## config.mk

```make
export PLATFORM = sky130hd
export DESIGN_NAME = timer_bank_flat
export DESIGN_NICKNAME = d
export VERILOG_FILES = /design/src/rtl/timer_bank_if.sv /design/src/rtl/timer_bank.sv /design/src/flat_wrapper.sv
export SDC_FILE = /design/constraint.sdc
export NUM_CORES = 1
export LEC_CHECK = 0
export ABC_CLOCK_PERIOD_IN_PS = 5100
export CAP_MARGIN = 30
export CORE_UTILIZATION = 52
export CTS_BUF_LIST = sky130_fd_sc_hd__clkbuf_16
export DETAILED_ROUTE_END_ITERATION = 8
export HOLD_SLACK_MARGIN = 0.15
export PLACE_DENSITY = 0.76
export SYNTH_ARGS = -nofsm -noshare
export SYNTH_HDL_FRONTEND = slang
export SYNTH_SLANG_ARGS = --single-unit
```

## constraint.sdc

```tcl
create_clock -name clk_100Mhz -period 5.1 [get_ports clk_100Mhz]
set_input_delay 1.02 -clock clk_100Mhz [delete_from_list [all_inputs] [get_ports clk_100Mhz]]
set_output_delay 1.02 -clock clk_100Mhz [all_outputs]
set_load 0.02 [all_outputs]
```

## src/rtl/timer_bank_if.sv

```systemverilog
// Command/status bundle for timer_bank: channel select, one-cycle command pulses
// and the selected channel's time plus per-channel run/alarm flags.
interface timer_bank_if #(
  parameter int unsigned NUM_CH = 4
);
  localparam int unsigned CW = (NUM_CH > 1) ? $clog2(NUM_CH) : 1;

  logic [CW-1:0]     ch_sel;
  logic              start;
  logic              clear;
  logic              hr_inc;
  logic              min_inc;
  logic              sec_inc;
  logic [16:0]       time_out;
  logic [NUM_CH-1:0] running;
  logic [NUM_CH-1:0] alarm;
  logic              any_alarm;

  modport master (
    output ch_sel, start, clear, hr_inc, min_inc, sec_inc,
    input  time_out, running, alarm, any_alarm
  );

  modport slave (
    input  ch_sel, start, clear, hr_inc, min_inc, sec_inc,
    output time_out, running, alarm, any_alarm
  );
endinterface

```

## src/rtl/timer_bank.sv

```systemverilog
// Bank of NUM_CH HH:MM:SS countdown timers sharing one free-running prescaler;
// the channel addressed by ch_sel receives commands and drives time_out.
module timer_bank #(
  parameter int unsigned NUM_CH  = 4,
  parameter int unsigned CLK_HZ  = 100_000_000,
  parameter int unsigned TICK_HZ = 1
) (
  input  logic        clk_100Mhz,
  input  logic        reset_in,
  timer_bank_if.slave bus
);
  localparam int unsigned CW     = (NUM_CH > 1) ? $clog2(NUM_CH) : 1;
  localparam int unsigned PERIOD = CLK_HZ / TICK_HZ;
  localparam int unsigned PW     = (PERIOD > 1) ? $clog2(PERIOD) : 1;

  typedef enum logic [1:0] {S_IDLE, S_RUN, S_PAUSE, S_ALARM} state_e;

  logic [PW-1:0] pre_q, pre_d;
  logic          tick;

  state_e     state_q [NUM_CH];
  state_e     state_d [NUM_CH];
  logic [4:0] hh_q [NUM_CH];
  logic [4:0] hh_d [NUM_CH];
  logic [5:0] mm_q [NUM_CH];
  logic [5:0] mm_d [NUM_CH];
  logic [5:0] ss_q [NUM_CH];
  logic [5:0] ss_d [NUM_CH];

  logic [NUM_CH-1:0] sel;
  logic [NUM_CH-1:0] nonzero;

  assign tick = (pre_q == PW'(PERIOD - 1));

  always_comb begin
    pre_d = tick ? '0 : pre_q + 1'b1;
  end

  for (genvar g = 0; g < NUM_CH; g++) begin : g_ch
    assign sel[g]         = (bus.ch_sel == CW'(g));
    assign nonzero[g]     = (hh_q[g] != '0) || (mm_q[g] != '0) || (ss_q[g] != '0);
    assign bus.running[g] = (state_q[g] == S_RUN);
    assign bus.alarm[g]   = (state_q[g] == S_ALARM);
  end

  assign bus.any_alarm = |bus.alarm;

  always_comb begin
    bus.time_out = '0;
    for (int unsigned i = 0; i < NUM_CH; i++) begin
      if (sel[i]) bus.time_out = {hh_q[i], mm_q[i], ss_q[i]};
    end
  end

  always_comb begin
    for (int unsigned i = 0; i < NUM_CH; i++) begin
      state_d[i] = state_q[i];
      hh_d[i]    = hh_q[i];
      mm_d[i]    = mm_q[i];
      ss_d[i]    = ss_q[i];

      if (sel[i] && bus.clear) begin
        state_d[i] = S_IDLE;
        hh_d[i]    = '0;
        mm_d[i]    = '0;
        ss_d[i]    = '0;
      end else if (sel[i] && bus.start) begin
        // A start on a tick edge consumes that channel's tick.
        case (state_q[i])
          S_IDLE:  if (nonzero[i]) state_d[i] = S_RUN;
          S_RUN:   state_d[i] = S_PAUSE;
          S_PAUSE: state_d[i] = S_RUN;
          S_ALARM: state_d[i] = S_IDLE;
          default: state_d[i] = S_IDLE;
        endcase
      end else begin
        case (state_q[i])
          S_IDLE: begin
            if (sel[i] && bus.hr_inc)  hh_d[i] = (hh_q[i] == 5'd23) ? '0 : hh_q[i] + 1'b1;
            if (sel[i] && bus.min_inc) mm_d[i] = (mm_q[i] == 6'd59) ? '0 : mm_q[i] + 1'b1;
            if (sel[i] && bus.sec_inc) ss_d[i] = (ss_q[i] == 6'd59) ? '0 : ss_q[i] + 1'b1;
          end
          S_RUN: begin
            if (tick) begin
              if (hh_q[i] == '0 && mm_q[i] == '0 && ss_q[i] <= 6'd1) begin
                ss_d[i]    = '0;
                state_d[i] = S_ALARM;
              end else if (ss_q[i] != '0) begin
                ss_d[i] = ss_q[i] - 1'b1;
              end else begin
                ss_d[i] = 6'd59;
                if (mm_q[i] != '0) begin
                  mm_d[i] = mm_q[i] - 1'b1;
                end else begin
                  mm_d[i] = 6'd59;
                  hh_d[i] = hh_q[i] - 1'b1;
                end
              end
            end
          end
          default: ;
        endcase
      end
    end
  end

  always_ff @(posedge clk_100Mhz) begin
    if (reset_in) begin
      pre_q <= '0;
      for (int unsigned i = 0; i < NUM_CH; i++) begin
        state_q[i] <= S_IDLE;
        hh_q[i]    <= '0;
        mm_q[i]    <= '0;
        ss_q[i]    <= '0;
      end
    end else begin
      pre_q   <= pre_d;
      state_q <= state_d;
      hh_q    <= hh_d;
      mm_q    <= mm_d;
      ss_q    <= ss_d;
    end
  end
endmodule

```

## src/flat_wrapper.sv

```systemverilog
// flat-port wrapper written by rule: the top's interface ports become plain ports
module timer_bank_flat 
#(
  parameter int unsigned NUM_CH  = 4,
  parameter int unsigned CLK_HZ  = 100_000_000,
  parameter int unsigned TICK_HZ = 1
)
  (clk_100Mhz, reset_in, bus_ch_sel, bus_start, bus_clear, bus_hr_inc, bus_min_inc, bus_sec_inc, bus_time_out, bus_running, bus_alarm, bus_any_alarm);
  timer_bank_if #(.NUM_CH(NUM_CH)) bus_i ();
  input  logic clk_100Mhz;
  input  logic reset_in;
  input wire logic [$bits(bus_i.ch_sel)-1:0] bus_ch_sel;
  input wire logic [$bits(bus_i.start)-1:0] bus_start;
  input wire logic [$bits(bus_i.clear)-1:0] bus_clear;
  input wire logic [$bits(bus_i.hr_inc)-1:0] bus_hr_inc;
  input wire logic [$bits(bus_i.min_inc)-1:0] bus_min_inc;
  input wire logic [$bits(bus_i.sec_inc)-1:0] bus_sec_inc;
  output wire logic [$bits(bus_i.time_out)-1:0] bus_time_out;
  output wire logic [$bits(bus_i.running)-1:0] bus_running;
  output wire logic [$bits(bus_i.alarm)-1:0] bus_alarm;
  output wire logic [$bits(bus_i.any_alarm)-1:0] bus_any_alarm;
  assign bus_i.ch_sel = bus_ch_sel;
  assign bus_i.start = bus_start;
  assign bus_i.clear = bus_clear;
  assign bus_i.hr_inc = bus_hr_inc;
  assign bus_i.min_inc = bus_min_inc;
  assign bus_i.sec_inc = bus_sec_inc;
  assign bus_time_out = bus_i.time_out;
  assign bus_running = bus_i.running;
  assign bus_alarm = bus_i.alarm;
  assign bus_any_alarm = bus_i.any_alarm;
  timer_bank #(.NUM_CH(NUM_CH), .CLK_HZ(CLK_HZ), .TICK_HZ(TICK_HZ)) u_core (.clk_100Mhz(clk_100Mhz), .reset_in(reset_in), .bus(bus_i));
endmodule
```

; Word-level counts from Yosys, hierarchy flattened
; Index checks and enable logic that the tools add are counted.
[classes]
add_sub_neg = 25
magnitude_cmp = 4
eq_ne = 60
mux = 108
n_bitwise = 4
reduce_logical = 99
[op_table]
columns = operator, count
row1 = $mux W6, 44
row2 = $mux W5, 24
row3 = $pmux W6 S2, 8
row4 = $mux W17, 4
row5 = $add A6 B1 Y6 const B, 8
row6 = $eq A6 B6 Y1 const B, 8
row7 = $reduce_bool A6 Y1, 8
row8 = $sub A6 B1 Y6 const B, 8
row9 = $mux W2, 20
row10 = $pmux W5 S2, 4
row11 = $ne A2 B1 Y1 const B, 16
row12 = $pmux W2 S4, 4
row13 = $reduce_and A4 Y1, 8
row14 = $reduce_bool A2 Y1, 16
row15 = $logic_and A1 B1 Y1, 28
row16 = $reduce_and A7 Y1, 4
row17 = $add A27 B1 Y27 const B, 1
row18 = $eq A27 B27 Y1 const B, 1
row19 = $le A6 B1 Y1 const B, 4
row20 = $logic_not A6 Y1, 4
row21 = $ne A2 B2 Y1 const B, 12
row22 = $reduce_and A6 Y1, 4
row23 = $add A5 B1 Y5 const B, 4
row24 = $eq A2 B2 Y1 const B, 10
row25 = 11 further kinds, 48
[word_totals]
ff_bits = 103
input_bits = 9
out_inout_bits = 26
elab_cells = 317

; Depth between registers and ports, before layout
[logic_depth]
ltp_word = 7
mapped_depth = 10
depth_no_buf = 8

; Worst setup path after synthesis
; Ideal clock, no wire load.
[synth_timing]
path_type = input to output
from = input port bus_ch_sel[0]
to = output port bus_time_out[10]
arrival_time_ps = 2871
required_time_ps = 4080
setup_slack_ps = 1209
stages = 4
path_buffers = 3
cell_sequence = clkbuf_1 buf_1 clkbuf_1 mux4_2
[synth_via]
elab_chain_cells = 5
word_cells_on_any_way = 8
classes_between = eq/ne (3) / mux (4) / reduce/logical (1)
[synth_rtl]
columns = item, line
row1 = start: declaration, flat_wrapper.sv:12  ; input wire logic [$bits(bus_i.ch_sel)-1:0] bus_ch_sel;
row2 = $logic_not A2 Y1, timer_bank.sv:40  ; assign sel[g] = (bus.ch_sel == CW'(g));
row3 = $mux W17 (3 in a row), timer_bank.sv:51  ; if (sel[i]) bus.time_out = {hh_q[i], mm_q[i], ss_q[i]};
row4 = $mux W17 *, timer_bank.sv:51
row5 = end: declaration, flat_wrapper.sv:18  ; output wire logic [$bits(bus_i.time_out)-1:0] bus_time_out;
; Every way passes the cells marked *; elsewhere a longest branch is shown, timed or not.

; Worst setup path in the final report
[layout_timing]
from = input port bus_ch_sel[1]
to = output port bus_time_out[11]
; The elaborated chain is that of the path after synthesis.

==> impl_metrics.ini <==
[floorplanning]
io_pins = 35
fp.dieW_um = 126
core_area_um2 = 14800
num_rows = 44
die_area_um2 = 15800
initial_core_util_pct = 54.1
die_h_um = 126

[global_route]
grt_pass1_wl_um = 36200
grt_usage_pct = 28.3
antenna_found_initial = 0
grt_pass1_vias = 7117
grt_max_degree = 28
grt-ovfl-total = 0

[yosys]
ys_warn_count = 0
synth_common_cells = nor2_1 (105), dfxtp_1 (103), nand2_1 (100), a21oi_1 (88), clkbuf_1 (60)
netlist_instances = 1042
ys_seq_elements = 103
ys_top_cells_by_area = dfxtp_1 (26%), ha_1 (6.4%), a21oi_1 (5.5%), nor2_1 (4.9%), mux4_2 (4.8%)
synth.most_common_cell = nor2_1
synth-main-ff-cell = dfxtp_1
synth_area_um2 = 7980
synth_edf_count = 0
ys_seq_area_share_pct = 25.8
yosysUniqueCellTypes = 80
syn_avg_cell_area_um2 = 7.66
synthArstFlopShare_pct = 0
synth_area_leader_cell = dfxtp_1
synth_top_area_share_pct = 25.8
syn-num-nets = 1092

[cts]
cts-htree-levels = 3
holdBufCountCts = 0
cts_tree = done
clock_sinks = 103
numCtsBuffers = 9
clk-insertion-delay-late_ns = 0.36
post_cts_resized = 0
clockRootBuffer = clkbuf_16
clk_pin_slew_ns = 0.08
cts_setup_buffers = 0
ctsLongestPathBuffers = 2

[drt]
drt_iter0_markers = 964
wl_per_cell_um = 18.3
first_pass_iters = 5
vias = 7877
wirelength_um = 22100
drc_errors = 0
ant_nets = 0
routed_via_density = 6.50

[sta]
fin_setup_tns_ns = 0
setup_viol = 0
tightest_slew_ns = 1.01
finalHoldViolCount = 0
period_minus_slack_ns = 4.23
max_clock_freq_mhz = 236
max_slew_margin_pct = 32.8
grt_setup_unrepaired = false
min_period_over_period_pct = 83.0
fin_skew_ns = 0.00912
slew_violations = 0

[worst_setup_path]
r2r_setup_slack_ns = 2.17
ff2ff_path_depth = 8
reg2reg_to = u_core.hh_q[3]$_SDFFE_PP0P_
r2r_start = u_core.hh_q[0]$_SDFFE_PP0P_
path_cells = clkdlybuf4s50_1 > buf_4 > mux4_2 > clkdlybuf4s50_1
cp.arrival_ns = 3.21
worst_path_most_repeated_cell = clkdlybuf4s50_1
required_ns = 4.08
worst_setup_path_end_kind = primary output
slowest_stage = clkdlybuf4s50_1
critPathMaxStageDelay_ns = 0.93
worst-setup-path-type = in -> out
worstPathMaxFanout = 16
endpoint = bus_time_out[11]
start_kind = input port
crit_start = bus_ch_sel[1]

[min_path]
min_path_cells = 1
hold_class = reg -> reg

[layout]
finalInstanceArea_um2 = 8600
final_nets = 1073
syn2layout_area_growth_pct = 7.79
n_antenna_cell = 0
final_layout_size_suffix_gt1_share_pct = 6.52
utilization_pct = 58.3
fill_cells = 1387

[outcome]
status = complete, no violations

[place]
hpwl_um = 15800
io_buffers = 34
placedInstanceArea_um2 = 8310
place.gp.congestion = 0.934

[flow_run]
maxCapViolations = 0

[pwr]
irDropWorstVdd_mv = 0.166
power_density_nw_per_um2 = 224
power.leakage_uw = 0.00311
==> cell usage in the layout, fill, tap and decap left out, drive strengths merged, types with 18 or more instances in the layout <==
master         netlist  final
nor2               105    105
dfxtp              103    103
nand2              100    100
a21oi               88     88
o21ai               62     62
nand3               46     46
inv                 42     45
ha                  41     41
clkdlybuf4s50        0     34
nor3                32     32
a211oi              29     29
xor2                28     28
nand4               18     18
==> where the power goes <==
part,internal [uW],switching (uW)
Sequential,824,47.4
Clock,343,356
Combinational,137,217
==> worst max-delay path: cells and delay by family <==
kind	cells	cell delay, ns
mux	1	0.33
buf+inv	3	1.85
==> area by class of cell <==
type,count,area [um^2],area share [%]
multi-input cells,825,5460,63.5
flip-flops and latches,103,2060,24.0
repair buffers,41,393,4.57
well taps,184,230,2.68
clock buffers,9,225,2.62
inverters,43,161,1.88
clock inverters,7,66.3,0.771
==> sequential cells by signal, summed over array words and instances, names as in the netlist <==
signal          cells
u_core.pre_q       27
u_core.ss_q        24
u_core.mm_q        24
u_core.hh_q        20
u_core.state_q      8
==> layer usage <==
layer	track usage (%)	share of wire, %
met5	0	0
met4	10.1	2.4
met3	5.44	8.4
met2	44.7	45
met1	38.3	44
==> cell families after synthesis <==
kind of cell               count (synthesis)  share of synthesized area, %
adders and majority gates                 41                          6.43
DFF                                      103                          25.8
and+or+nand+nor                          417                          26.9
AOI/OAI and AO/OA                        297                          24.3
buffers and inverters                    114                          5.69
muxes                                     28                          6.19
xor gates and xnor gates                  42                          4.61
==> through the flow <==
stage / total power [uW] / hold WS (ns) / instances / setup slack (ns)
global placement: 1230 / 0.445 / 1196 / 0.933
finish: 1920 / 0.469 / 1212 / 0.865
floorplan: 1140 / 0.430 / 1042 / 1.21
CTS: 1930 / 0.477 / 1212 / 0.871
global route: 2010 / 0.505 / 1212 / 0.819
detailed placement: 1230 / 0.459 / 1196 / 0.875
==> how the worst min path moves through the flow <==
| stage | startpoint | to |
|---|---|---|
| CTS | u_core.pre_q[0]$_SDFF_PP0_ | u_core.pre_q[0]$_SDFF_PP0_ |
| global route | u_core.pre_q[0]$_SDFF_PP0_ | u_core.pre_q[0]$_SDFF_PP0_ |
| finish | u_core.pre_q[0]$_SDFF_PP0_ | u_core.pre_q[0]$_SDFF_PP0_ |
| detailed placement | u_core.pre_q[0]$_SDFF_PP0_ | u_core.pre_q[0]$_SDFF_PP0_ |
| global placement | u_core.pre_q[0]$_SDFF_PP0_ | u_core.pre_q[0]$_SDFF_PP0_ |
| floorplan | u_core.pre_q[0]$_SDFF_PP0_ | u_core.pre_q[0]$_SDFF_PP0_ |
Power figures use the tool's default switching activity.
